### src/rtl/wave_pattern_pkg.sv
// Shared types and defaults for the wave pattern sequencer.
// Optional edge-flag outputs on the top are enabled with WAVE_EDGE_FLAGS_EN.
package wave_pattern_pkg;

    localparam int WPG_DEPTH  = 8;
    localparam int WPG_B_W    = 4;
    localparam int WPG_HOLD_W = 4;

    typedef enum logic {
        IDLE = 1'b0,
        PLAY = 1'b1
    } state_e;

    // Table entry layout; the register file stores entries as {hold, a, b}.
    typedef struct packed {
        logic [WPG_HOLD_W-1:0] hold;
        logic                  a;
        logic [WPG_B_W-1:0]    b;
    } step_t;

endpackage

### src/rtl/wave_step_table.sv
// DEPTH x W step register file: synchronous write, asynchronous read,
// asynchronous clear on reset.
module wave_step_table #(
    parameter int DEPTH = 8,
    parameter int W     = 9
) (
    input  logic                     clk,
    input  logic                     rst_n,
    input  logic                     wr_en,
    input  logic [$clog2(DEPTH)-1:0] wr_addr,
    input  logic [W-1:0]             wr_data,
    input  logic [$clog2(DEPTH)-1:0] rd_addr,
    output logic [W-1:0]             rd_data
);

    logic [W-1:0] mem [DEPTH];

    always_ff @(posedge clk or negedge rst_n) begin
        if (!rst_n) begin
            mem <= '{default: '0};
        end else if (wr_en) begin
            mem[wr_addr] <= wr_data;
        end
    end

    assign rd_data = mem[rd_addr];

endmodule

### src/rtl/wave_pattern_gen.sv
// Programmable a/b waveform sequencer playing a stored step table.
// Define WAVE_EDGE_FLAGS_EN to add the a_rise/a_fell edge-flag outputs.
module wave_pattern_gen
    import wave_pattern_pkg::*;
#(
    parameter int DEPTH  = WPG_DEPTH,
    parameter int B_W    = WPG_B_W,
    parameter int HOLD_W = WPG_HOLD_W
) (
    input  logic                       clk,
    input  logic                       rst_n,
    input  logic                       wr_en,
    input  logic [$clog2(DEPTH)-1:0]   wr_addr,
    input  logic                       wr_a,
    input  logic [B_W-1:0]             wr_b,
    input  logic [HOLD_W-1:0]          wr_hold,
    input  logic [$clog2(DEPTH+1)-1:0] num_steps,
    input  logic                       loop_en,
    input  logic                       start,
    input  logic                       stop,
    output logic                       busy,
    output logic                       done,
    output logic [$clog2(DEPTH)-1:0]   step_idx,
    output logic                       a_out,
    output logic [B_W-1:0]             b_out
`ifdef WAVE_EDGE_FLAGS_EN
    ,
    output logic                       a_rise,
    output logic                       a_fell
`endif
);

    localparam int AW = $clog2(DEPTH);
    localparam int SW = $clog2(DEPTH + 1);
    localparam int EW = HOLD_W + 1 + B_W;

    state_e            state_q, state_d;
    logic [SW-1:0]     steps_q, steps_d;
    logic [AW-1:0]     idx_q, idx_d;
    logic [HOLD_W-1:0] cnt_q, cnt_d;
    logic              a_q, a_d;
    logic [B_W-1:0]    b_q, b_d;
    logic              busy_q, busy_d;
    logic              done_q, done_d;
    logic              load;

    logic [AW-1:0]     rd_addr;
    logic [EW-1:0]     rd_data;
    logic [HOLD_W-1:0] rd_hold;
    logic              rd_a;
    logic [B_W-1:0]    rd_b;
    logic [SW-1:0]     steps_in;
    logic              is_last;
    logic              tbl_wr;

    assign tbl_wr = wr_en && (state_q == IDLE);

    wave_step_table #(
        .DEPTH (DEPTH),
        .W     (EW)
    ) u_table (
        .clk     (clk),
        .rst_n   (rst_n),
        .wr_en   (tbl_wr),
        .wr_addr (wr_addr),
        .wr_data ({wr_hold, wr_a, wr_b}),
        .rd_addr (rd_addr),
        .rd_data (rd_data)
    );

    assign rd_hold  = rd_data[EW-1 -: HOLD_W];
    assign rd_a     = rd_data[B_W];
    assign rd_b     = rd_data[B_W-1:0];
    assign steps_in = (num_steps > SW'(DEPTH)) ? SW'(DEPTH) : num_steps;
    assign is_last  = (SW'(idx_q) == steps_q - SW'(1));

    // Single read port: points at the next step while playing, else entry 0
    // (also covers start and loop wrap).
    assign rd_addr = (state_q == PLAY && !is_last) ? idx_q + AW'(1) : '0;

    always_ff @(posedge clk or negedge rst_n) begin
        if (!rst_n) begin
            state_q <= IDLE;
            steps_q <= '0;
            idx_q   <= '0;
            cnt_q   <= '0;
            a_q     <= 1'b0;
            b_q     <= '0;
            busy_q  <= 1'b0;
            done_q  <= 1'b0;
        end else begin
            state_q <= state_d;
            steps_q <= steps_d;
            idx_q   <= idx_d;
            cnt_q   <= cnt_d;
            a_q     <= a_d;
            b_q     <= b_d;
            busy_q  <= busy_d;
            done_q  <= done_d;
        end
    end

    always_comb begin
        state_d = state_q;
        steps_d = steps_q;
        idx_d   = idx_q;
        cnt_d   = cnt_q;
        a_d     = a_q;
        b_d     = b_q;
        busy_d  = busy_q;
        done_d  = 1'b0;
        load    = 1'b0;
        case (state_q)
            IDLE: begin
                if (start && !stop) begin
                    if (steps_in != '0) begin
                        state_d = PLAY;
                        steps_d = steps_in;
                        idx_d   = '0;
                        busy_d  = 1'b1;
                        load    = 1'b1;
                    end else begin
                        done_d = 1'b1;
                    end
                end
            end
            PLAY: begin
                if (stop) begin
                    state_d = IDLE;
                    busy_d  = 1'b0;
                end else if (cnt_q != '0) begin
                    cnt_d = cnt_q - HOLD_W'(1);
                end else if (!is_last) begin
                    idx_d = idx_q + AW'(1);
                    load  = 1'b1;
                end else if (loop_en) begin
                    idx_d = '0;
                    load  = 1'b1;
                end else begin
                    state_d = IDLE;
                    busy_d  = 1'b0;
                    done_d  = 1'b1;
                end
            end
            default: state_d = IDLE;
        endcase
        if (load) begin
            a_d   = rd_a;
            b_d   = rd_b;
            cnt_d = rd_hold;
        end
    end

    assign busy     = busy_q;
    assign done     = done_q;
    assign step_idx = idx_q;
    assign a_out    = a_q;
    assign b_out    = b_q;

`ifdef WAVE_EDGE_FLAGS_EN
    logic a_prev;

    always_ff @(posedge clk or negedge rst_n) begin
        if (!rst_n) begin
            a_prev <= 1'b0;
        end else begin
            a_prev <= a_q;
        end
    end

    assign a_rise = a_q & ~a_prev;
    assign a_fell = ~a_q & a_prev;
`endif

endmodule

### config.mk
export PLATFORM = sky130hd
export DESIGN_NAME = wave_pattern_gen
export DESIGN_NICKNAME = d
export VERILOG_FILES = /design/src/rtl/wave_pattern_pkg.sv /design/src/rtl/wave_step_table.sv /design/src/rtl/wave_pattern_gen.sv
export SDC_FILE = /design/constraint.sdc
export NUM_CORES = 1
export LEC_CHECK = 0
export ABC_CLOCK_PERIOD_IN_PS = 2200
export CAP_MARGIN = 20
export CORE_MARGIN = 2
export CORE_UTILIZATION = 50
export CTS_CLUSTER_SIZE = 30
export DETAILED_ROUTE_END_ITERATION = 8
export PLACE_DENSITY = 0.81
export SLEW_MARGIN = 20
export SYNTH_ARGS = -nofsm -noshare
export SYNTH_HDL_FRONTEND = slang
export SYNTH_SLANG_ARGS = --single-unit
### constraint.sdc
create_clock -name clk -period 2.2 [get_ports clk]
set_input_delay 0.44 -clock clk [delete_from_list [all_inputs] [get_ports clk]]
set_output_delay 0.44 -clock clk [all_outputs]
set_load 0.02 [all_outputs]
Yosys cells after proc, flatten, opt, wreduce, memory -nomap -nowiden
Index checks and enable logic that the tools add are counted.

storage, ports and cells
  register bits after elaboration = 91
  word-level logic and storage cells = 93
  input bits = 22
  output and inout port bits = 10

operators by class
  muxes and demuxes = 43
  order comparisons = 4
  add/sub/neg operators = 3
  reduce and logical (&&, ||, !) cells = 14
  bitwise operators = 3
  eq/ne operators = 10

operators with widths
  kind                                                       count
  bitwise mux 72 bit                                         1
  binary-select mux 9 bit (select 3 bit)                     1
  demux 9 bit (select 3 bit)                                 1
  2-to-1 mux 9 bit                                           3
  2-to-1 mux 3 bit                                           7
  2-to-1 mux 1 bit                                           20
  2-to-1 mux 4 bit                                           5
  AND reduction 5 bit                                        2
  inequality test 3 bit (second input constant)              3
  greater-or-equal comparator 4 bit (second input constant)  2
  inverter 3 -> 4 bit                                        2
  case mux 1 bit (2 select lines)                            4
  nonzero test 4 bit                                         2
  subtractor 4 x 1 -> 4 bit (second input constant)          2
  inequality test 2 x 1 -> 1 bit (second input constant)     3
  case mux 3 bit (2 select lines)                            1
  AND reduction 3 bit                                        2
  equality test 3 x 4 -> 1 bit                               1
  > comparator 4 bit (second input constant)                 1
  logical AND 1 bit                                          4
  < comparator 4 x 1 -> 1 bit (second input constant)        1
  inequality test 2 bit (second input constant)              2
  nonzero test 2 bit                                         2
  adder 3 x 1 -> 3 bit (second input constant)               1
  other kinds (3)                                            4

Longest topological paths before layout
Gate-level depths: netlist of run 1.

  word-level depth = 10
  depth in mapped cells = 8
  mapped depth without buffers = 7

By module
A second synthesis of run 1 with hierarchy kept.

unflattened totals
  cells, all modules = 308
  area, all modules = 4505.6 um^2

modules (own cells, without submodules)
  module            times used  seq. area each (um^2)  area each (um^2)  cells an instance
  wave_step_table   1           1801.7                 3352.0            191
  wave_pattern_gen  1           475.5                  1153.6            117

Least setup slack after synthesis of run 1
No wires, ideal clock.

  kind = register to register
  from = register idx_q[0], in the netlist step_idx[0]
  to = register b_q[0], in the netlist b_out[0]
  setup time = 0.082 ns
  clock period less this slack = 2.045 ns
  stages on the path, launching flop included = 8
  path buffers = 2
  arrival = 1.963 ns
  data required time = 2.118 ns
  setup slack = 0.155 ns
  path through = dfrtp_1 ha_1 clkbuf_1 buf_2 mux2i_1 a221oi_1 o22ai_1 a31oi_1

between the ends
  cells in the longest elaborated chain, start to end = 8
  elaborated cells between the ends (all ways) = 13
  those cells by class = add/sub: 1; eq/ne: 1; mux: 8; bitwise: 1; reduce/logical: 2

RTL lines
  element                                                       RTL line                RTL
  from (decl)                                                   wave_pattern_gen.sv:39  logic [AW-1:0] idx_q, idx_d;
  from (signal assigned)                                        wave_pattern_gen.sv:94  idx_q <= idx_d;
  branches (longest 8 deep; another with adder 3 x 1 -> 3 bit)  n/a
  to (signal assigned)                                          wave_pattern_gen.sv:88  b_q <= '0;
  to (signal assigned)                                          wave_pattern_gen.sv:97  b_q <= b_d;
  to (decl)                                                     wave_pattern_gen.sv:42  logic [B_W-1:0] b_q, b_d;

Parallel ways; which one is timed is not known. The select of a mux whose other input is x is not followed.
A chain may end at the register's enable or synchronous reset.

Final worst setup path of run 1
  from = register steps_q[1]
  to = register cnt_q[0]

between the ends
  cells in the longest elaborated chain, start to end = 10
  elaborated cells between the ends (all ways) = 18
  those cells by class = add/sub: 1; eq/ne: 2; mux: 9; bitwise: 1; reduce/logical: 5

RTL lines
  element                                              RTL line                 RTL
  from (decl)                                          wave_pattern_gen.sv:38   logic [SW-1:0] steps_q, steps_d;
  from (signal assigned)                               wave_pattern_gen.sv:93   steps_q <= steps_d;
  subtractor 4 x 1 -> 4 bit *                          wave_pattern_gen.sv:75   assign is_last = (SW'(idx_q) == steps_q - SW'(1));
  equality test 3 x 4 -> 1 bit *                       wave_pattern_gen.sv:75
  logical NOT 1 bit                                    n/a
  logical AND 1 bit                                    wave_pattern_gen.sv:79   assign rd_addr = (state_q == PLAY && !is_last) ? idx_q + AW'(1) : '0;
  2-to-1 mux 3 bit                                     wave_pattern_gen.sv:79
  inverter 3 -> 4 bit (not written as such)            wave_step_table.sv:26    assign rd_data = mem[rd_addr];
  binary-select mux 9 bit (select 3 bit)               wave_step_table.sv:26
  2-to-1 mux 9 bit (not written as such) (2 in a row)  wave_step_table.sv:26
  2-to-1 mux 4 bit                                     wave_pattern_gen.sv:147  if (load) begin
  to (signal assigned)                                 wave_pattern_gen.sv:95   cnt_q <= cnt_d;
  to (decl)                                            wave_pattern_gen.sv:40   logic [HOLD_W-1:0] cnt_q, cnt_d;

Every way passes the cells marked *; elsewhere a longest branch is shown, timed or not. The select of a mux whose other input is x is not followed.

==> results of run 1 <==
metal layers:
metal,vias up,global-route usage [%],wire length (µm)
li1,1485,-,-
met1,1707,32.41,4821
met2,131,37.98,5297
met3,22,4.009,616
met4,0,11.00,310
met5,-,0,0
sequential cells by signal, summed over array words and instances (netlist names):
name and count:
a_out 1, b_out 4, busy 1, cnt_q 4, done 1, state_q 1
step_idx 3, steps_q 4, u_table.mem 72
timing repair:
action	4_1_cts	5_1_grt
setup buffers	2	0
pin swaps	1	2
endpoints found under the hold margin	8	0
hold buffers	1	0
gates resized for setup	6	9
endpoints found under the setup margin	9	13
worst paths after layout:
path                       startpoint               to  slack [ns]
max                        steps_q[1]         cnt_q[0]     -0.0006
min                              busy             busy        0.49
max reg2reg                steps_q[1]         cnt_q[0]     -0.0006
min reg2reg                      busy             busy        0.49
max in group asynchronous       rst_n  u_table.mem[55]        0.93
min in group asynchronous       rst_n  u_table.mem[20]        0.54
cells in the final DEF, fill, tap and decap left out, drive strengths merged, types with 4 or more instances in the layout:
master / netlist / layout
nand3b: 4 / 4
o21ai: 13 / 13
clkbuf: 8 / 9
a22o: 5 / 5
buf: 5 / 44
a21oi: 13 / 13
dfrtp: 91 / 91
mux2i: 13 / 13
o22ai: 11 / 11
clkdlybuf4s50: 0 / 30
nand2b: 6 / 6
inv: 10 / 11
ha: 4 / 4
mux2: 77 / 77
nand2: 15 / 15
a31oi: 6 / 6
nor2: 21 / 21
o211ai: 7 / 7
nor3b: 5 / 5
synthesized netlist by cell type, types with 2 or more instances:
cell type  number  area (µm²)
a211oi_1        3       22.52
nor2b_1         2       12.51
nor2_1         21       78.83
a31oi_1         5       31.28
mux2i_1        13       130.1
nor4_1          2       12.51
mux2_2         77       867.1
nand2_1        15       56.30
o21ai_0        12       60.06
clkbuf_1        8       30.03
xor2_1          2       17.52
nand3_1         2       10.01
o31ai_1         3       22.52
nand2b_1        6       37.54
xnor2_1         2       17.52
inv_1          10       37.54
nor3_1          3       15.01
o22ai_1        11       68.82
a22o_1          5       43.79
a221oi_1        2       17.52
buf_2           3       15.01
nand3b_1        4       30.03
o2111ai_1       3       26.28
a311oi_1        3       26.28
nor3b_1         5       37.54
dfrtp_1        91        2277
ha_1            4       50.05
o221ai_1        2       17.52
a21oi_1        12       60.06
o211ai_1        7       52.55
area by class of cell:
type / count / area [µm²] / share of cell area, %
clock buffers: 9 / 123.9 / 2.286
clock inverters: 6 / 42.54 / 0.7850
inverters: 10 / 37.54 / 0.6927
multi-input cells: 246 / 2100 / 38.74
flip-flops and latches: 91 / 2277 / 42.02
well taps: 108 / 135.1 / 2.494
repair buffers: 75 / 703.2 / 12.98
power by group through the flow:
stage                     clock network (mW)  registers [mW]  logic [mW]
after floorplan                            0            2.48        1.48
after global placement                     0            2.45        2.29
after detailed placement                   0            2.48        2.36
after CTS                               1.03            2.45        2.45
after global routing                    1.10            2.51        2.70
final                                   1.02            2.45        2.51
kinds of logic (layout without fill, tap and decap cells):
group | count (synthesis) | in the layout | synth area share, %
and+or+nand+nor | 67 | 67 | 7.848
DFF | 91 | 91 | 51.75
xor gates and xnor gates | 4 | 4 | 0.7963
muxes | 91 | 91 | 23.17
adders and majority gates | 4 | 4 | 1.137
AOI/OAI and AO/OA | 80 | 80 | 13.08
buffers and inverters | 23 | 100 | 2.218
==> flow_metrics.py, run 1 <==
metrics = {
    "drt": {
        "vias_per_cell": 6.138,
        "drt.antenna.violating_nets": 0,
        "dr_total_vias": 3345,
        "wl_um": 11040,
        "wl_per_cell_um": 20.26,
        "route.detailed.drc": 0,
        "first_iter_violations": 226,
        "dr.pass1.iters": 4,
    },
    "power": {
        "powerDensity_nw_per_um2": 1105,
        "clkPwrFrac_pct": 17.1,
        "pwr-share-seq_pct": 41.0,
        "pwr-share-comb_pct": 41.9,
        "total_power_mw": 5.989,
        "switching_power_mw": 2.163,
        "power.leakage_nw": 2.270,
        "power.share.switching_pct": 36.11,
        "p_int_mw": 3.826,
        "vdd_drop_max_v": 0.0006101,
    },
    "cells_and_area": {
        "finalInstanceArea_um2": 5419,
        "fill_cells": 667,
        "utilization_pct": 62.75,
        "syn_to_final_growth_pct": 23.14,
        "drive_gt1_share_pct": 34.78,
        "finalNetCount": 459,
        "antenna_cells": 0,
        "finalNonFillerCells": 545,
    },
    "placed_design": {
        "io_buffers": 31,
        "dp_hpwl_um": 7351,
        "gp_congestion": 0.8460,
        "dpl_cell_area_um2": 5141,
        "placedCellCount": 527,
        "pre_cts_ws_ns": -0.02960,
    },
    "floorplan": {
        "design.core.area_um2": 8636,
        "chipHeight_um": 97.82,
        "rows": 34,
        "ios": 32,
        "floorplan.initialDensity_pct": 50.96,
        "fp.dieArea_um2": 9568,
        "die_w_um": 97.82,
    },
    "yosys": {
        "synth.ff_latch_count": 91,
        "synth-main-ff-cell": "dfrtp_1",
        "yosysSeqAreaShare_pct": 51.75,
        "synth.avg_cell_area_um2": 12.22,
        "yosysUniqueCellTypes": 52,
        "async_flop_share_pct": 100.0,
        "synth_edf_count": 0,
        "synth_cells": 360,
        "yosys_warnings": 0,
        "netlist_area_um2": 4400,
        "synthesis.nets": 386,
    },
    "global_route": {
        "antenna_found_initial": 0,
        "grt_usage_pct": 23.89,
        "grt_pass1_vias": 3406,
        "grt_pass1_wl_um": 17800,
        "grt_overflow": 0,
        "grt_max_degree": 36,
    },
    "clock_tree": {
        "cts.sinks": 91,
        "clk_pin_slew_worst_paths_ns": 0.10,
        "clk_latency_ns": 0.38,
        "cts.root.buffer_cell": "clkbuf_8",
        "clockBufferDepth": 2,
        "cts_buffers": 9,
        "cts_tree": "built",
        "htree_num_levels": 3,
    },
    "critical_path": {
        "rr_worst_depth": 6,
        "crit_fanout": 6,
        "slowest_delay_ns": 0.45,
        "critPathBufInv": 1,
        "cp.required_ns": 2.43,
        "critPathArrivalTime_ns": 2.43,
        "crit_slowest_cell": "or3_1",
        "startpoint_type": "flip-flop",
        "crit_cells": 6,
        "critical-path-top-delay-family": "compound AO/OA/AOI/OAI gates",
        "crit_path_cell_trace": "buf_4 -> or3_1 -> a31oi_4 -> nor4b_4 -> o311ai_1 -> o211ai_1",
        "critPathCaptureType": "flip-flop",
        "path_class": "reg -> reg",
    },
    "status": {
        "violations": "negative setup slack",
        "outcome": "finished, violations left",
    },
    "min_path": {
        "holdPathStages": 1,
        "min_path_type": "reg -> reg",
    },
    "sta": {
        "worstMarginPinSlew_ns": 0.4739,
        "fin_crit_sh_pct": 100.0,
        "max_freq_ghz": 0.4544,
        "finalMaxSlewViolations": 0,
        "fin_hold_ws_ns": 0.4851,
        "fin_skew_ns": 0.01492,
        "finalSetupViolCount": 1,
        "finalSetupTns_ns": -0.0006104,
        "fin_crit_ns": 2.201,
        "relSlewSlack_pct": 68.35,
        "hold_violations": 0,
        "setup_ws_ns": -0.0006104,
    },
    "job": {
        "max_cap_viol_count": 0,
    },
}
Note: power is estimated with default switching activity, not from simulation.
==> run 2: changes to the inputs <==
- ABC_CLOCK_PERIOD_IN_PS: 2200 -> unset
==> results of run 2 <==
The final DEF is identical to that of run 1; final timing and power are the same.
